`config.mk`:
```
export PLATFORM = sky130hd
export DESIGN_NAME = button_conditioner
export DESIGN_NICKNAME = d
export VERILOG_FILES = /design/src/rtl/button_conditioner.sv
export SDC_FILE = /design/constraint.sdc
export NUM_CORES = 1
export LEC_CHECK = 0
export BUFFER_PORTS_ARGS = -buffer_cell sky130_fd_sc_hd__clkbuf_2
export CAP_MARGIN = 10
export CORE_MARGIN = 3
export CORE_UTILIZATION = 50
export CTS_CLUSTER_DIAMETER = 80
export DETAILED_ROUTE_END_ITERATION = 8
export PLACE_DENSITY = 0.76
export SLEW_MARGIN = 20
export SYNTH_ARGS = -nofsm -noshare
export SYNTH_HDL_FRONTEND = slang
export SYNTH_SLANG_ARGS = --single-unit
```
`constraint.sdc`:
```
create_clock -name i_clk -period 3.1 [get_ports i_clk]
set_input_delay 0.465 -clock i_clk [delete_from_list [all_inputs] [get_ports i_clk]]
set_output_delay 0.465 -clock i_clk [all_outputs]
set_load 0.005 [all_outputs]
```
`src/rtl/button_conditioner.sv`:
```
// Conditions five raw pushbuttons into single-cycle command pulses.
// Every button is synchronized and debounced. Set/left/right pulse once per
// press. Up/down pulse on press, then auto-repeat after an initial delay,
// and are locked out while both are held together.
module button_conditioner #(
  parameter int DEBOUNCE_CYCLES = 1000,
  parameter int REPEAT_DELAY    = 500000,
  parameter int REPEAT_PERIOD   = 100000
) (
  input  logic i_clk,
  input  logic i_rstn,
  input  logic i_btn_set,
  input  logic i_btn_up,
  input  logic i_btn_down,
  input  logic i_btn_left,
  input  logic i_btn_right,
  output logic o_set,
  output logic o_up,
  output logic o_down,
  output logic o_left,
  output logic o_right
);

  localparam logic [19:0] DC_LAST = 20'(DEBOUNCE_CYCLES - 1);
  localparam logic [19:0] RD_LAST = 20'(REPEAT_DELAY - 1);
  localparam logic [19:0] RP_LAST = 20'(REPEAT_PERIOD - 1);

  typedef enum logic [1:0] {
    ST_IDLE,
    ST_DELAY,
    ST_REPEAT
  } state_t;

  // Button bit order: 0 set, 1 up, 2 down, 3 left, 4 right.
  logic [4:0]       w_raw;
  logic [4:0]       r_sync_p0;
  logic [4:0]       r_sync_p1;
  logic [4:0]       r_deb;
  logic [4:0][19:0] r_cnt;
  logic [4:0]       w_hit;
  logic [4:0]       w_deb_nxt;
  logic [4:0]       w_rise;
  logic             w_lock;

  // Up/down repeat engines: index 0 is up, index 1 is down.
  state_t           r_state [2];
  logic [1:0][19:0] r_tmr;
  logic [1:0]       r_rep;
  logic             r_set;
  logic             r_left;
  logic             r_right;

  assign w_raw = {i_btn_right, i_btn_left, i_btn_down, i_btn_up, i_btn_set};

  // Two-flop synchronizer; r_sync_p1 is the synchronized level.
  always_ff @(posedge i_clk or negedge i_rstn) begin
    if (!i_rstn) begin
      r_sync_p0 <= '0;
      r_sync_p1 <= '0;
    end else begin
      r_sync_p0 <= w_raw;
      r_sync_p1 <= r_sync_p0;
    end
  end

  // A debounced level flips on the edge where the disagreement has lasted long enough.
  always_comb begin
    w_hit = '0;
    for (int i = 0; i < 5; i++) begin
      w_hit[i] = (r_sync_p1[i] != r_deb[i]) && (r_cnt[i] == DC_LAST);
    end
  end

  assign w_deb_nxt = (r_deb & ~w_hit) | (r_sync_p1 & w_hit);
  assign w_rise    = w_hit & r_sync_p1;
  // Lockout is evaluated on next-state levels so it covers the edge where the
  // second button's debounced level rises.
  assign w_lock    = w_deb_nxt[1] & w_deb_nxt[2];

  // Debounce counters: count while synchronized and debounced levels disagree.
  always_ff @(posedge i_clk or negedge i_rstn) begin
    if (!i_rstn) begin
      r_deb <= '0;
      r_cnt <= '0;
    end else begin
      r_deb <= w_deb_nxt;
      for (int i = 0; i < 5; i++) begin
        if ((r_sync_p1[i] == r_deb[i]) || w_hit[i]) begin
          r_cnt[i] <= '0;
        end else begin
          r_cnt[i] <= r_cnt[i] + 20'd1;
        end
      end
    end
  end

  // Single-shot press pulses for set, left and right.
  always_ff @(posedge i_clk or negedge i_rstn) begin
    if (!i_rstn) begin
      r_set   <= 1'b0;
      r_left  <= 1'b0;
      r_right <= 1'b0;
    end else begin
      r_set   <= w_rise[0];
      r_left  <= w_rise[3];
      r_right <= w_rise[4];
    end
  end

  // Up/down auto-repeat FSMs with mutual lockout.
  always_ff @(posedge i_clk or negedge i_rstn) begin
    if (!i_rstn) begin
      for (int j = 0; j < 2; j++) begin
        r_state[j] <= ST_IDLE;
      end
      r_tmr <= '0;
      r_rep <= '0;
    end else begin
      for (int j = 0; j < 2; j++) begin
        r_rep[j] <= 1'b0;
        if (!w_deb_nxt[j+1] || w_lock) begin
          r_state[j] <= ST_IDLE;
          r_tmr[j]   <= '0;
        end else begin
          case (r_state[j])
            ST_IDLE: begin
              // Only a fresh press arms the engine; a button still held after
              // lockout stays here until released and pressed again.
              if (w_rise[j+1]) begin
                r_rep[j]   <= 1'b1;
                r_tmr[j]   <= '0;
                r_state[j] <= ST_DELAY;
              end
            end
            ST_DELAY: begin
              if (r_tmr[j] == RD_LAST) begin
                r_rep[j]   <= 1'b1;
                r_tmr[j]   <= '0;
                r_state[j] <= ST_REPEAT;
              end else begin
                r_tmr[j] <= r_tmr[j] + 20'd1;
              end
            end
            ST_REPEAT: begin
              if (r_tmr[j] == RP_LAST) begin
                r_rep[j] <= 1'b1;
                r_tmr[j] <= '0;
              end else begin
                r_tmr[j] <= r_tmr[j] + 20'd1;
              end
            end
            default: begin
              r_state[j] <= ST_IDLE;
              r_tmr[j]   <= '0;
            end
          endcase
        end
      end
    end
  end

  assign o_set   = r_set;
  assign o_up    = r_rep[0];
  assign o_down  = r_rep[1];
  assign o_left  = r_left;
  assign o_right = r_right;

endmodule

```
==> flow_summary.toml, run 1 <==
[synth]
synth_top_area_share_pct = 49.32
ys.warnings.count = 0
synth-edff-count = 0
syn_inst = 860
synth_cell_type_count = 62
syn_avg_cell_area_um2 = 9.675
ys_async_sr_fraction_pct = 100.0
synth_seq_cells = 164
ys_top_cells_by_count = "164 x dfrtp_1, 120 x nor2_1, 73 x nand2_1, 57 x nand3_1, 53 x xor2_1"
synth_nets = 884
ys.flop_type = "dfrtp_1"
syn_area_um2 = 8320
seq_area_frac_synth_pct = 49.32
yosysTopAreaCell = "dfrtp_1"
ys_top_cells_by_area = "dfrtp_1 49%, xor2_1 5.6%, nor2_1 5.4%, nand3_1 3.4%, nand2_1 3.3%"
synth_most_common_cell = "dfrtp_1"

[floorplan]
die_y_um = 135
num_io_pins = 12
rows = 46
die-width_um = 135
die-area_um2 = 18230
core-area_um2 = 16060
initial_core_util_pct = 51.82

[clocking]
tritoncts = "done"
htreeDepth = 4
ctsResizeCount = 0
clock_sinks = 164
clock_path_buffers = 2
cts-root-buf = "clkbuf_16"
cts_hold_buf = 0
cts_setup_buffers = 0
insertion_delay_ns = 0.42
numCtsBuffers = 17
path_clk_slew_ns = 0.06

[setup_path]
cp-end-kind = "register"
reg2reg_depth = 6
crit_fanout = 17
critPathLaunchType = "register"
slowest_delay_ns = 0.73
cpMaxStageDelayCell = "nor3_2"
crit_family = "simple AND/OR/NAND/NOR gates"
cp_num_buf_inv = 0
path_depth = 6
cp_cell_sequence = "ha_1 > or4bb_1 > and2b_1 > a31oi_2 > nor3_2 > a32o_1"
worstPathRequired_ns = 3.46
critPathArrivalTime_ns = 3.20
crit_type = "reg -> reg"

[timing]
relSlewSlack_pct = 44.63
min_period_over_period_pct = 91.67
finalHoldViolations = 0
timing.hold.ws_ns = 0.01221
drv_slew = 0
setup_violations = 0
max_freq_ghz = 0.3519
skew_ns = 0.01118
min_period_ns = 2.842
rsz0062_at_grt = "false"
worstMarginPinSlew_ns = 0.8279
setup_tns_ns = 0

[routing]
antenna_left = 0
wl_um = 16180
drc_errors = 0
viasPerCell = 5.706
vias = 6322
dr.pass1.iters = 5
post_drt_wl_per_cell_um = 14.60
drtIter0Drc = 487

[placed_design]
gp_congestion = 0.8717
place_area_um2 = 8651
numPortBuffers = 11
hpwlAfterDp_um = 10660

[pwr]
p_sw_share_pct = 21.44
clock_power_share_pct = 48.6
switchingPower_uw = 954.8
power_frac_comb_pct = 2.4
p_leak_uw = 0.003850
p_seq_share_pct = 49.0
intPower_uw = 3498
ir_drop_v = 0.0004511
p_per_area_nw_per_um2 = 481.1

[finish]
antenna_cells = 0
fin_area_um2 = 9256
layout-drive-gt1-share_pct = 7.960
finalNetCount = 905
syn2layout_area_growth_pct = 11.25

[run]
cap_violations = 0

[global_routing]
grt_usage_pct = 18.82
grt-ovfl-total = 0
grt_max_degree = 77
antenna_found_initial = 0
grt_pass1_wl_um = 28400
grt_pass1_vias = 6021

[worst_hold_path]
hold_path_class = "in -> async"

[run_status]
status = "complete, no violations"
worst register-to-register path: stages (launching register included):
cell,delay (ns)
dfrtp_1,0.40
ha_1,0.25
or4bb_1,0.45
and2b_1,0.33
a31oi_2,0.35
nor3_2,0.73
a32o_1,0.27
power by group through the flow:
stage	clock network, uW	logic (uW)	registers [uW]
2_1_floorplan	0	46.9	2220
3_3_place_gp	0	108	2220
3_5_place_dp	0	109	2220
4_1_cts	2200	110	2180
5_1_grt	2300	124	2180
6_report	2170	105	2180
state kept, by name (all words and copies together) (netlist names), named ones only:
register	cells
o_left	1
o_right	1
o_set	1
r_cnt	100
r_deb	2
r_rep	2
r_state	4
r_sync_p0	5
r_sync_p1	5
r_tmr	40
stage by stage:
stage	std cells	worst slack (ns)	util [%]	total power, uW
after floorplan	860	0.7396	-	2264
after global placement	1078	0.4117	53.87	2329
after detailed placement	1078	0.2996	53.87	2330
after CTS	1108	0.2638	57.64	4493
after global routing	1108	0.09329	57.64	4608
final	1108	0.2583	57.64	4453
cells in the final DEF (no fill, tap or decap), types with 14 or more instances in the layout:
cell type  count
o21ai_0       31
nor4_1        16
nand2_1       73
a21oi_1       31
dfrtp_1      164
ha_1          17
nand4_1       30
xor2_1        53
and3_1        24
inv_1         21
nand3_1       57
clkbuf_16     17
nor3_1        21
and4_1        14
nor2_1       120
a32o_1        17
or3_1         17
xnor2_1       29
kinds of logic (layout without fill, tap and decap cells):
logic type      after synthesis  count (layout)  share of synthesized area, %
simple gates                433             433                         27.32
fa+ha+maj                    17              17                         2.556
compound gates              118             118                         9.399
xor+xnor                     82              82                         8.632
mux                           5               5                        0.6616
flops                       164             164                         49.32
buf+inv                      41              73                         2.105
routing by layer:
layer	global-route usage [%]	routed length (um)	up-vias
li1	-	-	3137
met1	26.79	7899	3067
met2	28.99	7629	101
met3	4.434	484	17
met4	5.487	162	0
met5	0	0	-
final timing paths:
path | startpoint | to | slack [ns]
min in group i_clk | i_btn_set | r_sync_p0[0] | 0.14
max reg2reg | r_cnt[40] | r_tmr[38] | 0.26
min | i_rstn | r_cnt[95] | 0.01
max in group asynchronous | i_rstn | r_tmr[1] | 2.28
max | r_cnt[40] | r_tmr[38] | 0.26
min reg2reg | r_sync_p0[0] | r_sync_p1[0] | 0.35
area by class of cell:
cell class / instances / area [um2]
fillers: 1350 / 6802
clock inverters: 11 / 152.6
repair buffers: 22 / 156.4
well taps: 216 / 270.3
clock buffers: 19 / 452.9
multi-input cells: 655 / 4041
flip-flops and latches: 164 / 4104
inverters: 21 / 78.83
No activity file was read; power rests on OpenSTA's default activity.
==> run 2: changes to the inputs <==
Settings changed: REMOVE_ABC_BUFFERS set to 1.
==> flow_summary.toml, run 2 (same netlist as run 1, synthesis figures left out) <==
[placed_design]
numPortBuffers = 11
pre_cts_slack_ns = 0.4832
hpwlAfterDp_um = 10920
gp_congestion = 0.8499

[global_routing]
grt_usage_pct = 18.85
grt_max_degree = 64
grt-ovfl-total = 0
antenna_found_initial = 0
grt_pass1_wl_um = 28480
grt_pass1_vias = 6010

[finish]
finalNetCount = 905
syn2layout_area_growth_pct = 11.23
antenna_cells = 0
final_common_cell = "dfrtp_1"
layout_common_cells = "164 x dfrtp_1, 120 x nor2_1, 73 x nand2_1, 57 x nand3_1, 53 x xor2_1"
fin_util_pct = 57.64
regMostFlops = "r_cnt"
nFillCells = 1360
largest_register_ffs = 100
layout-drive-gt1-share_pct = 7.830
reg_top3 = "r_cnt: 100 flops, r_tmr: 40 flops"

[timing]
skew_ns = 0.007038
setup_violations = 0
drv_slew = 0
relSlewSlack_pct = 35.73
timing.hold.ws_ns = 0.1439
min_period_over_period_pct = 86.10
rsz0062_at_grt = "false"
fin_ws_ns = 0.4309
min_period_ns = 2.669
max_freq_ghz = 0.3747
worstMarginPinSlew_ns = 0.9611
finalHoldViolations = 0
setup_tns_ns = 0

[pwr]
p_leak_uw = 0.003846
ir_drop_v = 0.0003871
p_per_area_nw_per_um2 = 478.9
power_uw = 4433

[setup_path]
cp_cell_sequence = "ha_1 > or4bb_1 > and2b_1 > a31oi_2 > or4_1 > a31oi_1"
slowest_delay_ns = 0.63
critPathArrivalTime_ns = 3.01
worstPathRequired_ns = 3.44
cpMaxStageDelayCell = "or4_1"
crit_type = "reg -> reg"
crit_fanout = 19
cp-end-kind = "register"
critPathLaunchType = "register"

[floorplan]
die-area_um2 = 18230
die-width_um = 135
die_y_um = 135
rows = 46
num_io_pins = 12
core-area_um2 = 16060
initial_core_util_pct = 51.82

[clocking]
clock_path_buffers = 2
tritoncts = "done"
ctsResizeCount = 0
clock_sinks = 164
cts_setup_buffers = 0
path_clk_slew_ns = 0.06
insertion_delay_ns = 0.42
htreeDepth = 4
numCtsBuffers = 17
cts-root-buf = "clkbuf_16"

[run_status]
status = "complete, no violations"

[routing]
wl_um = 16340
dr.pass1.iters = 5
viasPerCell = 5.758
antenna_left = 0
drtIter0Drc = 536
vias = 6391
post_drt_wl_per_cell_um = 14.72
drc_errors = 0

[run]
cap_violations = 0

[worst_hold_path]
hold_path_class = "in -> reg"
run 2: cell types whose count changed in the layout (fill, tap and decap cells not counted), sizes merged:
cell / change
buf: -1
clkbuf: +1
clkinv: +2
dlygate4sd3: +1
inv: -1
run 2: where the power goes:
part           switching (uW)  leakage, uW  internal, uW
Clock                     852     0.000290          1290
Combinational            77.9      0.00130          29.1
Sequential               20.5      0.00226          2160
Total                     951      0.00385          3480
run 2: repair_timing:
| action | 4_1_cts | 5_1_grt |
|---|---|---|
| hold buffers | 1 | 0 |
| hold endpoints to repair | 41 | 0 |
| setup endpoints to repair | 0 | 0 |
run 2: worst paths after layout:
path	from	end	slack [ns]	cells after the start
worst max-delay path	r_cnt[40]	r_tmr[26]	0.43	6
worst min-delay path	i_btn_set	r_sync_p0[0]	0.14	1
worst max register to register	r_cnt[40]	r_tmr[26]	0.43	6
worst min register to register	r_sync_p0[1]	r_sync_p1[1]	0.35	0
max in group asynchronous	i_rstn	r_cnt[46]	1.83	3
min in group asynchronous	i_rstn	r_cnt[96]	0.53	2
run 2: area by class of cell:
| cell class | count | area [um2] | area share, % |
|---|---|---|---|
| clock buffer | 20 | 446.7 | 4.826 |
| sequential | 164 | 4104 | 44.34 |
| clock inverter | 12 | 155.1 | 1.676 |
| timing repair buffer | 22 | 158.9 | 1.717 |
| tap | 216 | 270.3 | 2.920 |
| inverter | 21 | 78.83 | 0.8517 |
| multi-input combinational | 655 | 4041 | 43.67 |
run 2: critical path: cells and delay by family, from the launching register on:
family / cells / cell delay [ns]
adders and majority gates: 1 / 0.24
DFF: 1 / 0.40
AOI/OAI and AO/OA: 2 / 0.56
and+or+nand+nor: 3 / 1.39
run 2: metrics by stage:
stage / cells / cell area [um2]
2_1_floorplan: 840 / 8224
3_3_place_gp: 1077 / 8643
3_5_place_dp: 1077 / 8643
4_1_cts: 1110 / 9255
5_1_grt: 1110 / 9255
6_report: 1110 / 9255
run 2: routing by layer:
layer	GRT usage [%]	part of all wire, %
met5	0	0
met4	6.215	1.1
met3	3.316	2.5
met2	30.13	47
met1	26.31	49
